## src/rtl/boe_frame_sequencer.sv

```systemverilog
// Upstream timing master for BOE: ping-pong frame buffering, filler insertion and result tagging.
// Optional BOE_SEQ_EXP_EN adds per-frame expected max/sum outputs for scoreboarding.
module boe_frame_sequencer #(
  parameter int unsigned DW     = 8,
  parameter int unsigned MAX_N  = 6,
  parameter int unsigned FILL_N = 2
) (
  input  logic          clk,
  input  logic          rst_n,
  input  logic          s_valid,
  output logic          s_ready,
  input  logic [DW-1:0] s_data,
  input  logic [2:0]    s_num,
  output logic          err,
  output logic [2:0]    data_num,
  output logic [DW-1:0] data_in,
  output logic          frame_start,
  output logic [1:0]    res_tag,
  output logic          res_real
`ifdef BOE_SEQ_EXP_EN
  ,
  output logic [DW-1:0] exp_max,
  output logic [10:0]   exp_sum
`endif
);

  typedef enum logic [1:0] {BkEmpty, BkFilling, BkFull, BkFeeding} bank_st_e;

  localparam logic [2:0] MaxN      = 3'(MAX_N);
  localparam logic [2:0] FillN     = 3'(FILL_N);
  localparam logic [1:0] TagNone   = 2'd0;
  localparam logic [1:0] TagMax    = 2'd1;
  localparam logic [1:0] TagSum    = 2'd2;
  localparam logic [1:0] TagSorted = 2'd3;

  bank_st_e      bank_st_q   [2];
  bank_st_e      bank_st_d   [2];
  logic [2:0]    bank_num_q  [2];
  logic [2:0]    bank_num_d  [2];
  logic [DW-1:0] bank_data_q [2][MAX_N];
  logic [DW-1:0] bank_data_d [2][MAX_N];
  logic          fill_ptr_q, fill_ptr_d, feed_ptr_q, feed_ptr_d;
  logic [2:0]    beat_cnt_q, beat_cnt_d;
  logic [3:0]    cyc_q, cyc_d;
  logic [2:0]    cur_n_q, cur_n_d;
  logic          cur_real_q, cur_real_d, cur_bank_q, cur_bank_d;
  logic          prev_valid_q, prev_valid_d, prev_real_q, prev_real_d;
  logic          err_q, err_d;
`ifdef BOE_SEQ_EXP_EN
  logic [DW-1:0] bank_max_q [2];
  logic [DW-1:0] bank_max_d [2];
  logic [10:0]   bank_sum_q [2];
  logic [10:0]   bank_sum_d [2];
`endif

  logic       accept, legal, frame_end, feeding;
  logic [3:0] n4;

  assign s_ready   = (bank_st_q[fill_ptr_q] == BkEmpty) || (bank_st_q[fill_ptr_q] == BkFilling);
  assign accept    = s_valid && s_ready;
  assign legal     = (s_num >= 3'd2) && (s_num <= MaxN);
  assign n4        = {1'b0, cur_n_q};
  assign frame_end = (cyc_q == {cur_n_q, 1'b1});

  always_comb begin
    bank_st_d    = bank_st_q;
    bank_num_d   = bank_num_q;
    bank_data_d  = bank_data_q;
    fill_ptr_d   = fill_ptr_q;
    feed_ptr_d   = feed_ptr_q;
    beat_cnt_d   = beat_cnt_q;
    cyc_d        = cyc_q + 4'd1;
    cur_n_d      = cur_n_q;
    cur_real_d   = cur_real_q;
    cur_bank_d   = cur_bank_q;
    prev_valid_d = prev_valid_q;
    prev_real_d  = prev_real_q;
    err_d        = 1'b0;
`ifdef BOE_SEQ_EXP_EN
    bank_max_d   = bank_max_q;
    bank_sum_d   = bank_sum_q;
`endif
    if (accept) begin
      if (beat_cnt_q == 3'd0) begin
        if (legal) begin
          bank_st_d[fill_ptr_q]      = BkFilling;
          bank_num_d[fill_ptr_q]     = s_num;
          bank_data_d[fill_ptr_q][0] = s_data;
          beat_cnt_d                 = 3'd1;
`ifdef BOE_SEQ_EXP_EN
          bank_max_d[fill_ptr_q]     = s_data;
          bank_sum_d[fill_ptr_q]     = 11'(s_data);
`endif
        end else begin
          err_d = 1'b1;
        end
      end else begin
        bank_data_d[fill_ptr_q][beat_cnt_q] = s_data;
`ifdef BOE_SEQ_EXP_EN
        if (s_data > bank_max_q[fill_ptr_q]) bank_max_d[fill_ptr_q] = s_data;
        bank_sum_d[fill_ptr_q] = bank_sum_q[fill_ptr_q] + 11'(s_data);
`endif
        if (beat_cnt_q == bank_num_q[fill_ptr_q] - 3'd1) begin
          bank_st_d[fill_ptr_q] = BkFull;
          beat_cnt_d            = 3'd0;
          fill_ptr_d            = ~fill_ptr_q;
        end else begin
          beat_cnt_d = beat_cnt_q + 3'd1;
        end
      end
    end
    // Selection sees a bank completed by a beat on this same edge.
    if (frame_end) begin
      cyc_d        = 4'd0;
      prev_valid_d = 1'b1;
      prev_real_d  = cur_real_q;
      if (cur_real_q) bank_st_d[cur_bank_q] = BkEmpty;
      if (bank_st_d[feed_ptr_q] == BkFull) begin
        cur_real_d            = 1'b1;
        cur_bank_d            = feed_ptr_q;
        cur_n_d               = bank_num_d[feed_ptr_q];
        bank_st_d[feed_ptr_q] = BkFeeding;
        feed_ptr_d            = ~feed_ptr_q;
      end else begin
        cur_real_d = 1'b0;
        cur_n_d    = FillN;
      end
    end
  end

  always_ff @(posedge clk or negedge rst_n) begin
    if (!rst_n) begin
      for (int b = 0; b < 2; b++) begin
        bank_st_q[b]  <= BkEmpty;
        bank_num_q[b] <= 3'd0;
        for (int i = 0; i < int'(MAX_N); i++) bank_data_q[b][i] <= '0;
`ifdef BOE_SEQ_EXP_EN
        bank_max_q[b] <= '0;
        bank_sum_q[b] <= '0;
`endif
      end
      fill_ptr_q   <= 1'b0;
      feed_ptr_q   <= 1'b0;
      beat_cnt_q   <= 3'd0;
      cyc_q        <= 4'd0;
      cur_n_q      <= FillN;
      cur_real_q   <= 1'b0;
      cur_bank_q   <= 1'b0;
      prev_valid_q <= 1'b0;
      prev_real_q  <= 1'b0;
      err_q        <= 1'b0;
    end else begin
      bank_st_q    <= bank_st_d;
      bank_num_q   <= bank_num_d;
      bank_data_q  <= bank_data_d;
`ifdef BOE_SEQ_EXP_EN
      bank_max_q   <= bank_max_d;
      bank_sum_q   <= bank_sum_d;
`endif
      fill_ptr_q   <= fill_ptr_d;
      feed_ptr_q   <= feed_ptr_d;
      beat_cnt_q   <= beat_cnt_d;
      cyc_q        <= cyc_d;
      cur_n_q      <= cur_n_d;
      cur_real_q   <= cur_real_d;
      cur_bank_q   <= cur_bank_d;
      prev_valid_q <= prev_valid_d;
      prev_real_q  <= prev_real_d;
      err_q        <= err_d;
    end
  end

  assign feeding     = (cyc_q < n4);
  assign data_num    = feeding ? cur_n_q : 3'd0;
  assign data_in     = (feeding && cur_real_q) ? bank_data_q[cur_bank_q][cyc_q[2:0]] : '0;
  assign frame_start = (cyc_q == 4'd0);
  assign err         = err_q;

  // BOE registers its result, so the last sorted entry spills into the next frame's cycle 0.
  always_comb begin
    res_tag  = TagNone;
    res_real = 1'b0;
    if (cyc_q == 4'd0) begin
      if (prev_valid_q) begin
        res_tag  = TagSorted;
        res_real = prev_real_q;
      end
    end else if (cyc_q == n4 + 4'd1) begin
      res_tag  = TagMax;
      res_real = cur_real_q;
    end else if (cyc_q == n4 + 4'd2) begin
      res_tag  = TagSum;
      res_real = cur_real_q;
    end else if (cyc_q >= n4 + 4'd3) begin
      res_tag  = TagSorted;
      res_real = cur_real_q;
    end
  end

`ifdef BOE_SEQ_EXP_EN
  assign exp_max = (res_tag == TagMax && res_real) ? bank_max_q[cur_bank_q] : '0;
  assign exp_sum = (res_tag == TagSum && res_real) ? bank_sum_q[cur_bank_q] : '0;
`endif

endmodule
```

## config.mk

```make
export PLATFORM = sky130hd
export DESIGN_NAME = boe_frame_sequencer
export DESIGN_NICKNAME = d
export VERILOG_FILES = /design/src/rtl/boe_frame_sequencer.sv
export SDC_FILE = /design/constraint.sdc
export NUM_CORES = 1
export LEC_CHECK = 0
export ABC_AREA = 1
export ABC_CLOCK_PERIOD_IN_PS = 2200
export CAP_MARGIN = 10
export CORE_MARGIN = 10
export CORE_UTILIZATION = 54
export DETAILED_ROUTE_END_ITERATION = 7
export PLACE_DENSITY = 0.76
export SLEW_MARGIN = 25
export SYNTH_ARGS = -nofsm -noshare
export SYNTH_HDL_FRONTEND = slang
export SYNTH_SLANG_ARGS = --single-unit
```

## constraint.sdc

```tcl
create_clock -name clk -period 2.2 [get_ports clk]
set_input_delay 0.44 -clock clk [delete_from_list [all_inputs] [get_ports clk]]
set_output_delay 0.44 -clock clk [all_outputs]
set_load 0.005 [all_outputs]
```

==> metrics.log <==
[metrics] status: complete, but fails checks
[metrics] violated checks: negative setup slack
[metrics] Mapped Avg Cell Area: 8.06 um2
[metrics] syn nets: 804
[metrics] CP Capture Type: output pin
[metrics] share of the synthesized area in the top cell type: 48.9%
[metrics] number of antenna violations at the first check in global routing: 0
[metrics] total number of H-tree levels: 4
[metrics] Highest Clock Rate: 354 MHz
[metrics] P_int: 7.22 mW
[metrics] # diodes: 0
[metrics] Cell Area, Synth: 6240 um2
[metrics] Ys Warns: 0
[metrics] first-pass iteration count of the detailed router: 5
[metrics] startpoint type of the worst setup path: flop
[metrics] root buffer cell: clkbuf_16
[metrics] critical setup path kind: flop to output pin
[metrics] pin count of the biggest net entering global routing: 38
[metrics] Final #Nets: 904
[metrics] share of the yosys chip area belonging to registers: 49.3%
[metrics] Die Footprint: 16300 um2
[metrics] measured slew at the worst slew-check pin: 0.491 ns
[metrics] crit path launch: cur_n_q[1]
[metrics] routed wire length per instance: 17.5 um
[metrics] starting density of the core: 54.9%
[metrics] Inserted Clock Buffers: 17
[metrics] Iter 0 DRT Violations: 526
[metrics] count of pins over their slew limit: 0
[metrics] mean number of vias per cell: 5.79
[metrics] worst reg2reg startpoint: fill_ptr_q
[metrics] power share of the clock group: 21.5%
[metrics] count of maximum capacitance violations: 0
[metrics] sw frac: 39.7%
[metrics] Max rail drop VDD: 0.000853 V
[metrics] number of synthesized register bits: 123
[metrics] required time of the critical path: 1.76 ns
[metrics] minimum period implied by the final worst setup slack: 2.82 ns
[metrics] gp weighted congestion: 0.958
[metrics] placed wire-length estimate: 11.7 mm
[metrics] Final Hold Violating Endpoints: 0
[metrics] number of sinks on the clock net: 123
[metrics] Logic pwr share: 46.8%
[metrics] CTS tree: built
[metrics] Vias: 5949
[metrics] width of the die: 128 um
[metrics] share of async-settable or async-resettable flops after synthesis: 100%
[metrics] placement row count: 39
[metrics] number of primary I/O pins: 31
[metrics] power after layout: 12.0 mW
[metrics] residual overflow from global routing: 0
[metrics] RSZ-0062 raised after global routing: yes
[metrics] number of remaining DRC errors: 0
[metrics] Pwr per Cell Area: 1470 nW/um2
[metrics] Worst EP arrival: 2.38 ns
[metrics] global-route usage over all layers: 22.2%
[metrics] clk_skew: 0.00762 ns
[metrics] antenna-violating nets left: 0
[metrics] fraction of layout cells with a size suffix above 1: 23.4%
[metrics] Setup-failing EPs final: 14
[metrics] synthesis-to-finish area growth: 30.7%
[metrics] count of buffers from port buffering: 30
[metrics] post-layout util: 71.8%
[metrics] clock-pin slew of the registers on the worst-case setup and hold paths: 0.05 ns
[metrics] worst slew margin relative to its limit: 67.3%
[metrics] Hold/Removal Path Class: flop to flop
[metrics] area leader, netlist: dfrtp_1
[metrics] highest net fanout along the worst path: 5
[metrics] power share of the sequential group: 31.7%
[metrics] startpoint of the tightest hold check path: bank_data_q[53]
[metrics] wire length of the first global-routing pass: 29.0 mm
[metrics] Syn Inst Count: 774
[metrics] leak pwr: 3.94 nW
[metrics] Max Buffers Root-to-Sink: 2
[metrics] fraction of the cycle the final worst path needs: 128%
[metrics] dominant register cell in the synthesized netlist: dfrtp_1
[metrics] clock insertion delay at the later pin of the skew report: 0.42 ns
[metrics] Post-synth EDFFs: 0
[metrics] hold slack: 0.480 ns
[metrics] count of unique library cells instantiated by Yosys: 38
[metrics] Routed WL: 18.0 mm
[metrics] core region area: 11400 um2
[metrics] switching power of the nets: 4.74 mW
[metrics] final worst slack: -0.622 ns
[metrics] via count of the first global-routing pass: 5996
[metrics] synth top area cells: dfrtp_1, nand2_1, o21ai_0
[metrics] die height: 128 um
[placed cells by master, fill, tap and decap left out, types with 10 or more instances in the layout]
cell type / count
buf_2: 13
nor2_1: 38
clkdlybuf4s50_1: 13
buf_12: 10
o21ai_1: 12
buf_4: 77
buf_6: 10
a21oi_1: 36
dfrtp_1: 119
o21ai_0: 122
nand2_1: 220
nand3_1: 14
clkbuf_16: 17
nand3_2: 10
inv_1: 40
[per-layer routing]
layer / global-route usage [%] / up-vias / part of all wire [%]
met2: 37.5 / 277 / 50
met4: 11.2 / 0 / 4.1
met5: 0 / - / 0
li1: - / 2762 / -
met3: 5.87 / 75 / 7.1
met1: 25.3 / 2835 / 39
[through the flow]
stage	instance area [um2]	setup TNS, ns	worst slack [ns]	cells
5_1_grt	8160	-7.43	-0.779	1028
3_5_place_dp	7240	-5.69	-0.604	981
3_3_place_gp	7240	-4.87	-0.512	981
6_report	8160	-6.08	-0.622	1028
2_1_floorplan	6260	-0.0265	-0.0265	774
4_1_cts	8040	-6.53	-0.632	1024
[Yosys cell counts (all sizes together), types with 3 or more instances]
cell / count
nand2: 229
clkinv: 3
a21oi: 39
inv: 50
a32o: 3
nand3: 28
nor3: 5
o22ai: 8
dfrtp: 122
clkbuf: 36
ha: 16
o21ai: 134
a22oi: 7
o311ai: 5
nor2: 46
nand4: 7
xor2: 9
xnor2: 4
buf: 9
o211ai: 4
[final cells by class]
cell class	instances	area [um2]
Clock buffer	22	474
Multi-Input combinational cell	553	3030
Tap cell	143	179
Fill cell	820	3210
Sequential cell	123	3080
Inverter	53	210
Clock inverter	8	70.1
Timing Repair Buffer	126	1110
[worst max-delay path, stage by stage, from the launching register on]
cell	delay, ns
dfstp_2	0.55
inv_4	0.07
ha_4	0.28
ha_4	0.20
inv_1	0.06
nor2_1	0.04
o211ai_1	0.14
nand3_1	0.13
a31oi_2	0.18
nand2_1	0.08
nand3_1	0.07
o21ai_1	0.06
buf_2	0.12
[kinds of logic after synthesis]
family	share of synthesized area (%)
buffers and inverters	6.13
XOR/XNOR	1.82
flip-flops	49.3
AO/OA/AOI/OAI	17.8
multiplexers	0.160
adder cells (fa/ha/maj)	3.21
AND/OR/NAND/NOR	21.5
[sequential cells by signal, indices dropped and copies added, names as in the netlist, 3 cells and up]
signal / flops
cur_n_q: 3
bank_data_q: 96
bank_num_q: 6
cyc_q: 4
bank_st_q: 4
beat_cnt_q: 3
[path summary, 6_finish.rpt]
check	to	slack (ns)	cells after the start
min in group asynchronous	bank_num_q[0]	0.53	2
hold / removal	bank_data_q[53]	0.48	2
setup / recovery	res_real	-0.62	12
max in group asynchronous	cur_n_q[1]	1.01	3
hold reg to reg	bank_data_q[53]	0.48	2
setup reg to reg	cur_n_q[1]	0.06	11
[power by group through the flow]
stage / logic, mW / clock network, mW / registers (mW)
5_1_grt: 6.15 / 2.70 / 3.89
3_5_place_dp: 4.80 / 0 / 3.76
4_1_cts: 5.16 / 2.60 / 3.76
6_report: 5.59 / 2.57 / 3.79
3_3_place_gp: 4.61 / 0 / 3.72
2_1_floorplan: 3.05 / 0 / 3.63
[timing repair]
item,CTS,global route
endpoints found under the setup margin,17,21
hold buffers,1,0
pin swaps,16,15
endpoints found under the hold margin,30,0
resized for setup,107,30
buffers inserted,13,4
gates cloned,0,0
Note: power is estimated with default switching activity, not from simulation.
